`src/rtl/dff_share_arb.sv`:
```
// dff_share_arb: round-robin write arbiter for one shared DATA_W-bit register.
// Optional macro ARB_LOCK_EN compiles in bounded lock chaining (MAX_LOCK).
module dff_share_arb #(
    parameter int NUM_REQ  = 4,
    parameter int DATA_W   = 8,
    parameter int MAX_LOCK = 4
) (
    input  logic                      clk,
    input  logic                      reset,
    input  logic [NUM_REQ-1:0]        req_i,
    input  logic [NUM_REQ*DATA_W-1:0] data_i,
    input  logic [NUM_REQ-1:0]        lock_i,
    output logic [NUM_REQ-1:0]        gnt_o,
    output logic [NUM_REQ-1:0]        ack_o,
    output logic [DATA_W-1:0]         q_o,
    output logic                      valid_o,
    output logic                      busy_o
);

    localparam int PW = (NUM_REQ > 1) ? $clog2(NUM_REQ) : 1;

    typedef enum logic [1:0] {
        IDLE,
        GRANT,
        ACK
    } state_t;

    state_t              state_q;
    logic [PW-1:0]       ptr_q;
    logic [PW-1:0]       win_q;
    logic [NUM_REQ-1:0]  gnt_q;
    logic [NUM_REQ-1:0]  ack_q;
    logic [DATA_W-1:0]   q_q;
    logic                valid_q;

    logic [PW-1:0]       pick_d;
    logic                found_d;
    logic [PW-1:0]       idx_d;
    logic [PW-1:0]       win_nxt_d;
    logic [NUM_REQ-1:0]  pick_oh_d;
    logic [NUM_REQ-1:0]  win_oh_d;
    logic [DATA_W-1:0]   win_data_d;
    logic                win_req_d;

`ifdef ARB_LOCK_EN
    localparam int LW = (MAX_LOCK > 1) ? $clog2(MAX_LOCK + 1) : 1;
    logic [LW-1:0]       lock_cnt_q;
    logic                relock_d;
`else
    logic                unused_lock;
    assign unused_lock = ^lock_i;
`endif

    // First set request at or after ptr, wrapping modulo NUM_REQ.
    always_comb begin
        pick_d  = '0;
        found_d = 1'b0;
        idx_d   = '0;
        for (int i = 0; i < NUM_REQ; i++) begin
            if (int'(ptr_q) + i >= NUM_REQ) begin
                idx_d = PW'(int'(ptr_q) + i - NUM_REQ);
            end else begin
                idx_d = PW'(int'(ptr_q) + i);
            end
            if (!found_d && req_i[idx_d]) begin
                found_d = 1'b1;
                pick_d  = idx_d;
            end
        end
    end

    // Decode of the latched winner: next pointer, one-hot, request, data.
    always_comb begin
        win_nxt_d  = (win_q == PW'(NUM_REQ - 1)) ? '0 : win_q + 1'b1;
        pick_oh_d  = NUM_REQ'(1) << pick_d;
        win_oh_d   = NUM_REQ'(1) << win_q;
        win_req_d  = req_i[win_q];
        win_data_d = data_i[int'(win_q)*DATA_W +: DATA_W];
    end

`ifdef ARB_LOCK_EN
    // Locked winner may chain another write while under the lock budget.
    always_comb begin
        relock_d = lock_i[win_q] && win_req_d &&
                   (lock_cnt_q < LW'(MAX_LOCK - 1));
    end
`endif

    // Arbiter FSM with all outputs registered.
    always_ff @(posedge clk) begin
        if (reset) begin
            state_q <= IDLE;
            ptr_q   <= '0;
            win_q   <= '0;
            gnt_q   <= '0;
            ack_q   <= '0;
            q_q     <= '0;
            valid_q <= 1'b0;
`ifdef ARB_LOCK_EN
            lock_cnt_q <= '0;
`endif
        end else begin
            unique case (state_q)
                IDLE: begin
`ifdef ARB_LOCK_EN
                    lock_cnt_q <= '0;
`endif
                    if (found_d) begin
                        win_q   <= pick_d;
                        gnt_q   <= pick_oh_d;
                        state_q <= GRANT;
                    end
                end
                GRANT: begin
                    gnt_q <= '0;
                    if (win_req_d) begin
                        q_q     <= win_data_d;
                        ack_q   <= win_oh_d;
                        valid_q <= 1'b1;
                        state_q <= ACK;
                    end else begin
                        ptr_q   <= win_nxt_d;
                        state_q <= IDLE;
                    end
                end
                ACK: begin
                    ack_q <= '0;
`ifdef ARB_LOCK_EN
                    if (relock_d) begin
                        gnt_q      <= win_oh_d;
                        lock_cnt_q <= lock_cnt_q + 1'b1;
                        state_q    <= GRANT;
                    end else begin
                        ptr_q      <= win_nxt_d;
                        lock_cnt_q <= '0;
                        state_q    <= IDLE;
                    end
`else
                    ptr_q   <= win_nxt_d;
                    state_q <= IDLE;
`endif
                end
                default: begin
                    state_q <= IDLE;
                end
            endcase
        end
    end

    assign gnt_o   = gnt_q;
    assign ack_o   = ack_q;
    assign q_o     = q_q;
    assign valid_o = valid_q;
    assign busy_o  = (state_q != IDLE);

endmodule

```
`config.mk`:
```
export PLATFORM = sky130hd
export DESIGN_NAME = dff_share_arb
export DESIGN_NICKNAME = d
export VERILOG_FILES = /design/src/rtl/dff_share_arb.sv
export SDC_FILE = /design/constraint.sdc
export NUM_CORES = 1
export LEC_CHECK = 0
export ABC_AREA = 0
export CAP_MARGIN = 20
export CORE_MARGIN = 5
export CORE_UTILIZATION = 42
export CTS_BUF_LIST = sky130_fd_sc_hd__clkbuf_4
export DETAILED_ROUTE_END_ITERATION = 7
export GPL_TIMING_DRIVEN = 0
export PLACE_DENSITY = 0.82
export SYNTH_ARGS = -nofsm -noshare
export SYNTH_HDL_FRONTEND = slang
export SYNTH_SLANG_ARGS = --single-unit
```
`constraint.sdc`:
```
create_clock -name clk -period 1.8 [get_ports clk]
set_clock_uncertainty 0.15 [all_clocks]
set_input_delay 0.36 -clock clk [delete_from_list [all_inputs] [get_ports clk]]
set_output_delay 0.36 -clock clk [all_outputs]
set_load 0.02 [all_outputs]
```
# --- Word-level counts from Yosys, hierarchy flattened ---
# Cells that the tools add are included.
word_totals:
  regBits: 23
  inputBits: 42
  out_inout_bits: 18
  elab_cells: 80
op_classes:
  add_sub_neg: 8
  n_lt_le_gt_ge: 9
  n_eq_ne: 6
  n_shift: 3
  n_mux: 32
  reduce_logical: 15
ops:
  columns: ["operator", "count"]
  rows:
  - ["indexed part select 32 x 6 -> 8 bit", 1]
  - ["two-way mux 2 bit", 12]
  - ["case mux 4 bit (2 select lines)", 2]
  - ["less-than comparator 2 x 3 -> 1 bit (second input constant)", 5]
  - ["binary-select mux 1 bit (select 2 bit)", 5]
  - ["AND reduction 2 bit", 5]
  - ["greater-or-equal comparator 3 bit (second input constant)", 3]
  - ["two-way mux 1 bit", 9]
  - ["two-way mux 4 bit", 2]
  - ["case mux 2 bit (2 select lines)", 2]
  - ["left shift 1 x 2 -> 4 bit (first input constant)", 2]
  - ["subtractor 2 x 1 -> 2 bit (second input constant)", 4]
  - ["adder 2 x 2 -> 3 bit (second input constant)", 2]
  - ["inequality test 2 bit (second input constant)", 3]
  - ["nonzero test 2 bit", 3]
  - ["== test 2 bit (second input constant)", 2]
  - ["adder 2 x 1 -> 3 bit (second input constant)", 1]
  - ["greater-or-equal comparator 2 x 3 -> 1 bit (second input constant)", 1]
  - ["logical AND 1 bit", 3]
  - ["logical NOT 1 bit", 3]
  - ["adder 2 x 1 -> 2 bit (second input constant)", 1]
  - ["== test 2 x 1 -> 1 bit (second input constant)", 1]
  - ["logical NOT 2 bit", 1]

# --- Longest topological paths before layout ---
depth:
  word_depth: 17
  mapped_depth: 5
  mapped_depth_nobuf: 4

# --- Least setup slack after synthesis ---
# No wires, ideal clock.
synth_path:
  path_type: "register -> register"
  start: "register win_q[0]"
  end: "register ack_q[2], in the netlist ack_o[2]"
  setup_ns: 0.137
  arrival_ns: 1.255
  required_ns: 1.513
  slack_ns: 0.258
  stages_incl_launch_ff: 6
  path_buffers: 1
  synth_period_minus_slack_ns: 1.542
  cell_sequence: "dfxtp_1 or3b_1 o22a_1 buf_6 nand3_1 a21oi_1"
synth_between:
  elab_chain_len: 4
  word_cells_on_any_way: 7
  classes_between: "eq/ne: 1; shift: 1; mux: 4; reduce/logical: 1"
synth_rtl:
  columns: ["item", "line", "rtl"]
  rows:
  - ["from (decl)", "30", "logic [PW-1:0] win_q;"]
  - ["from (signal assigned)", "109", "win_q <= pick_d;"]
  - ["binary-select mux 1 bit (select 2 bit)", "77", "win_req_d = req_i[win_q];"]
  - ["two-way mux 1 bit (not written as such)", "77", null]
  - ["inequality test 2 bit (no source line)", null, null]
  - ["AND reduction 2 bit (no source line)", null, null]
  - ["to (signal assigned)", "118", "ack_q <= win_oh_d;"]
  - ["to (decl)", "32", "logic [NUM_REQ-1:0] ack_q;"]
# Several ways; a longest one is shown, not always the timed one. The select of a mux whose other input is x is not followed.
# A chain may end at the register's enable or synchronous reset.

# --- Final worst setup path ---
layout_path:
  start: "input port req_i[2]"
  end: "register gnt_q[2], in the netlist gnt_o[2]"
layout_between:
  elab_chain_len: 15
  word_cells_on_any_way: 27
  classes_between: "eq/ne: 1; shift: 1; mux: 18; reduce/logical: 7"
layout_rtl:
  columns: ["item", "line", "rtl"]
  rows:
  - ["from (decl)", "10", "input logic [NUM_REQ-1:0] req_i,"]
  - ["binary-select mux 1 bit (select 2 bit)", "65", "if (!found_d && req_i[idx_d]) begin"]
  - ["two-way mux 1 bit (not written as such)", "65", null]
  - ["two-way mux 1 bit", "65", null]
  - ["logical NOT 1 bit", "65", null]
  - ["logical AND 1 bit", "65", null]
  - ["two-way mux 1 bit", "65", null]
  - ["logical NOT 1 bit", "65", null]
  - ["logical AND 1 bit", "65", null]
  - ["two-way mux 1 bit", "65", null]
  - ["logical NOT 1 bit", "65", null]
  - ["logical AND 1 bit", "65", null]
  - ["two-way mux 2 bit", "65", null]
  - ["left shift 1 x 2 -> 4 bit", "75", "pick_oh_d = NUM_REQ'(1) << pick_d;"]
  - ["two-way mux 4 bit", "108", "if (found_d) begin"]
  - ["case mux 4 bit (2 select lines)", "103", "unique case (state_q)"]
  - ["to (signal assigned)", "110", "gnt_q <= pick_oh_d;"]
  - ["to (decl)", "31", "logic [NUM_REQ-1:0] gnt_q;"]
# Several ways; a longest one is shown, not always the timed one. The select of a mux whose other input is x is not followed.

==> flow_summary.toml <==
[outcome]
status = "finished clean"

[pwr]
power_leakage_nw = 0.9922
power_density_mw_per_mm2 = 637.4
peakVddDrop_v = 0.0004351

[grt]
grt_max_degree = 13
grt_pass1_vias = 1265
grt_pass1_wl_um = 5733
grt_overflow_total = 0
grtUsageTotal_pct = 16.74
antenna_found_initial = 0

[cts]
clk_latency_ps = 320
root_buffer = "clkbuf_4"
clock_path_buffers = 2
cts_tree = "done"
post-cts-setup-buffers = 0
clkTransAtPathRegs_ps = 120
clock-sinks = 23
htree_levels = 1
cts_buffers = 3

[critical_path]
path_cells = "clkdlybuf4s50_1, nor2b_4, nor4b_2, or2_2, o31ai_1"
crit_arrival_ps = 1780
rr_startpoint = "win_q[0]$_SDFFE_PP0P_"
reg2regPathDepth = 5
critPathRequiredTime_ps = 1880
cp-startpoint = "req_i[2]"
cp_slowest_cell = "clkdlybuf4s50_1"
path_buf_inv = 1
slowest_delay_ps = 570
cp_max_fo = 4
cp-end-kind = "flip-flop"
critPathKind = "primary input to flip-flop"
cp_top_family = "simple AND/OR/NAND/NOR gates"
start_kind = "primary input"
r2r_slack_ps = 180
cp_num_cells = 5
rr_endpoint = "ptr_q[1]$_SDFFE_PP0P_"
cp-endpoint = "gnt_o[2]$_SDFFE_PP0P_"

[worst_hold_path]
hold_path.class = "flip-flop to flip-flop"

[cells_and_area]
design_area_sq_mm = 0.001991
area_growth_pct = 54.32
fillerInstances = 241
layout_commonest_cell = "clkdlybuf4s50_1"
diodes = 0
mostFrequentLayoutCells = "clkdlybuf4s50_1, nand2_1, dfxtp_1, dlymetal6s2s_1, a21oi_1"
drive_gt1_share_pct = 18.32
fin_nets = 238

[sta]
setup_violations = 0
slew_headroom_pct = 63.93
worst_slew_pin_slew_ps = 541.1
slew_viol_final = 0
fin_crit_sh_pct = 93.96
rsz0062_at_grt = "no"
fin_crit_ps = 1691
hold_viol = 0
setup_slack_ps = 108.7
fmax_ghz = 0.5913

[route]
drtPass1Iterations = 4
vias = 1243
drt_iter0_markers = 60
viasPerCell = 5.549
finalWirelength_um = 3545
final_antenna_net_count = 0
drc = 0
avgRoutedWirePerCell_um = 15.83

[placement]
dp_slack_ps = -383.4
place.gp.congestion = 0.9045
port_buffers = 55
dp_hpwl_um = 2795
placed_area_sq_mm = 0.001882

[floorplanning]
io_pins = 60
start_util_pct = 42.96
die_x_um = 65.42
std_cell_rows = 20
core_sq_mm = 0.003003
die_h_um = 65.42
die-area_sq_mm = 0.004280

[synthesis]
synth_cell_type_count = 37
ys_seq_area_share_pct = 35.69
ys_warn_count = 0
ys_ff_latch = 23
syn_area_sq_mm = 0.001290
synth_cells = 132
avgSynthCellArea_sq_um = 9.773
syn_nets = 178

[run]
drv_cap = 0
through the flow:
stage,hold slack (ps),std cells,TNS (ps),power [W],util [%]
floorplan,312.3,132,0,0.0008275,-
global placement,290.0,220,-5031,0.001004,62.67
detailed placement,294.0,220,-6881,0.001018,62.67
CTS,311.4,224,0,0.001270,64.17
global route,326.1,224,0,0.001348,66.29
finish,307.7,224,0,0.001269,66.29
layout make-up:
cell class | instances | area [sq um] | share of cell area [%]
Sequential cell | 23 | 465.4 | 23.38
Tap cell | 33 | 41.29 | 2.074
Clock buffer | 4 | 30.03 | 1.508
Timing Repair Buffer | 55 | 588.1 | 29.54
Inverter | 3 | 11.26 | 0.5657
Multi-Input combinational cell | 99 | 803.3 | 40.35
Buffer | 7 | 51.30 | 2.577
cells by family (layout without fill, tap and decap cells):
group / count (synthesis) / in the layout / share of synthesized area, %
multiplexers: 11 / 11 / 16.88
buffers and inverters: 10 / 69 / 4.752
adder cells (fa/ha/maj): 4 / 4 / 3.880
AO/OA/AOI/OAI: 28 / 28 / 15.71
AND/OR/NAND/NOR: 56 / 56 / 23.09
flip-flops: 23 / 23 / 35.69
worst min path at each step:
stage / startpoint / to / slack, ps / depth (start not counted)
2_1_floorplan: reset / ptr_q[0]$_SDFFE_PP0P_ / 310 / 1
5_1_grt: q_o[3]$_SDFFE_PP0N_ / q_o[3]$_SDFFE_PP0N_ / 330 / 2
3_5_place_dp: q_o[7]$_SDFFE_PP0N_ / q_o[7]$_SDFFE_PP0N_ / 290 / 2
4_1_cts: q_o[7]$_SDFFE_PP0N_ / q_o[7]$_SDFFE_PP0N_ / 310 / 2
3_3_place_gp: q_o[5]$_SDFFE_PP0N_ / q_o[5]$_SDFFE_PP0N_ / 290 / 2
6_report: q_o[7]$_SDFFE_PP0N_ / q_o[7]$_SDFFE_PP0N_ / 310 / 2
flip-flops by register name, summed over array words and instances (netlist names):
register / flops
ptr_q: 2
gnt_o: 4
state_q: 2
valid_o: 1
q_o: 8
ack_o: 4
win_q: 2
routing by layer:
metal / wire (um) / vias up / GRT usage, %
met3: 306 / 3 / 4.274
met4: 27 / 0 / 3.886
met5: 0 / - / 0
met2: 1719 / 49 / 29.96
met1: 1491 / 584 / 19.96
li1: - / 607 / -
what timing repair did:
item / in CTS / in global routing
hold buffers: 0 / 0
cloned: 0 / 0
setup endpoints to repair: 9 / 33
resized for setup: 8 / 28
worst register-to-register path: cells and delay by family, from the launching register on:
kind | cells | cell delay (ps)
simple gates | 2 | 130
flops | 1 | 450
buf+inv | 1 | 200
compound gates | 1 | 340
mux | 1 | 240
cells in the mapped netlist:
library cell | n | area, sq um
dfxtp_1 | 23 | 460.4
mux4_1 | 2 | 52.55
o21ai_0 | 1 | 5.000
buf_6 | 3 | 33.78
nand2b_1 | 3 | 18.77
or3_1 | 1 | 6.260
nand4b_1 | 4 | 35.03
and3b_1 | 1 | 8.760
clkbuf_1 | 2 | 7.510
nor2_1 | 7 | 26.28
buf_1 | 1 | 3.750
nor3b_1 | 1 | 7.510
buf_2 | 1 | 5.000
nor4b_1 | 2 | 17.52
nor2b_1 | 3 | 18.77
a221oi_2 | 1 | 15.01
o21bai_1 | 1 | 7.510
o22ai_2 | 1 | 12.51
o311ai_0 | 1 | 8.760
nor4_1 | 1 | 6.260
or2_2 | 2 | 12.51
o41ai_1 | 1 | 8.760
nand3b_1 | 2 | 15.01
a21oi_2 | 4 | 35.03
nand2_1 | 22 | 82.58
o22a_1 | 1 | 8.760
mux2i_1 | 3 | 30.03
and2b_1 | 1 | 7.510
o31a_1 | 1 | 8.760
a21oi_1 | 11 | 55.05
nand3_1 | 4 | 20.02
inv_1 | 3 | 11.26
mux4_2 | 6 | 135.1
or3b_1 | 1 | 8.760
or2_1 | 1 | 6.260
ha_1 | 4 | 50.05
o31ai_1 | 5 | 37.54
power by group:
group / total [W] / switching, W / internal [W]
clock: 0.000261 / 0.000159 / 0.000102
sequential: 0.000583 / 0.0000337 / 0.000549
combinational: 0.000425 / 0.000194 / 0.000231
(Power assumes the default switching activity.)
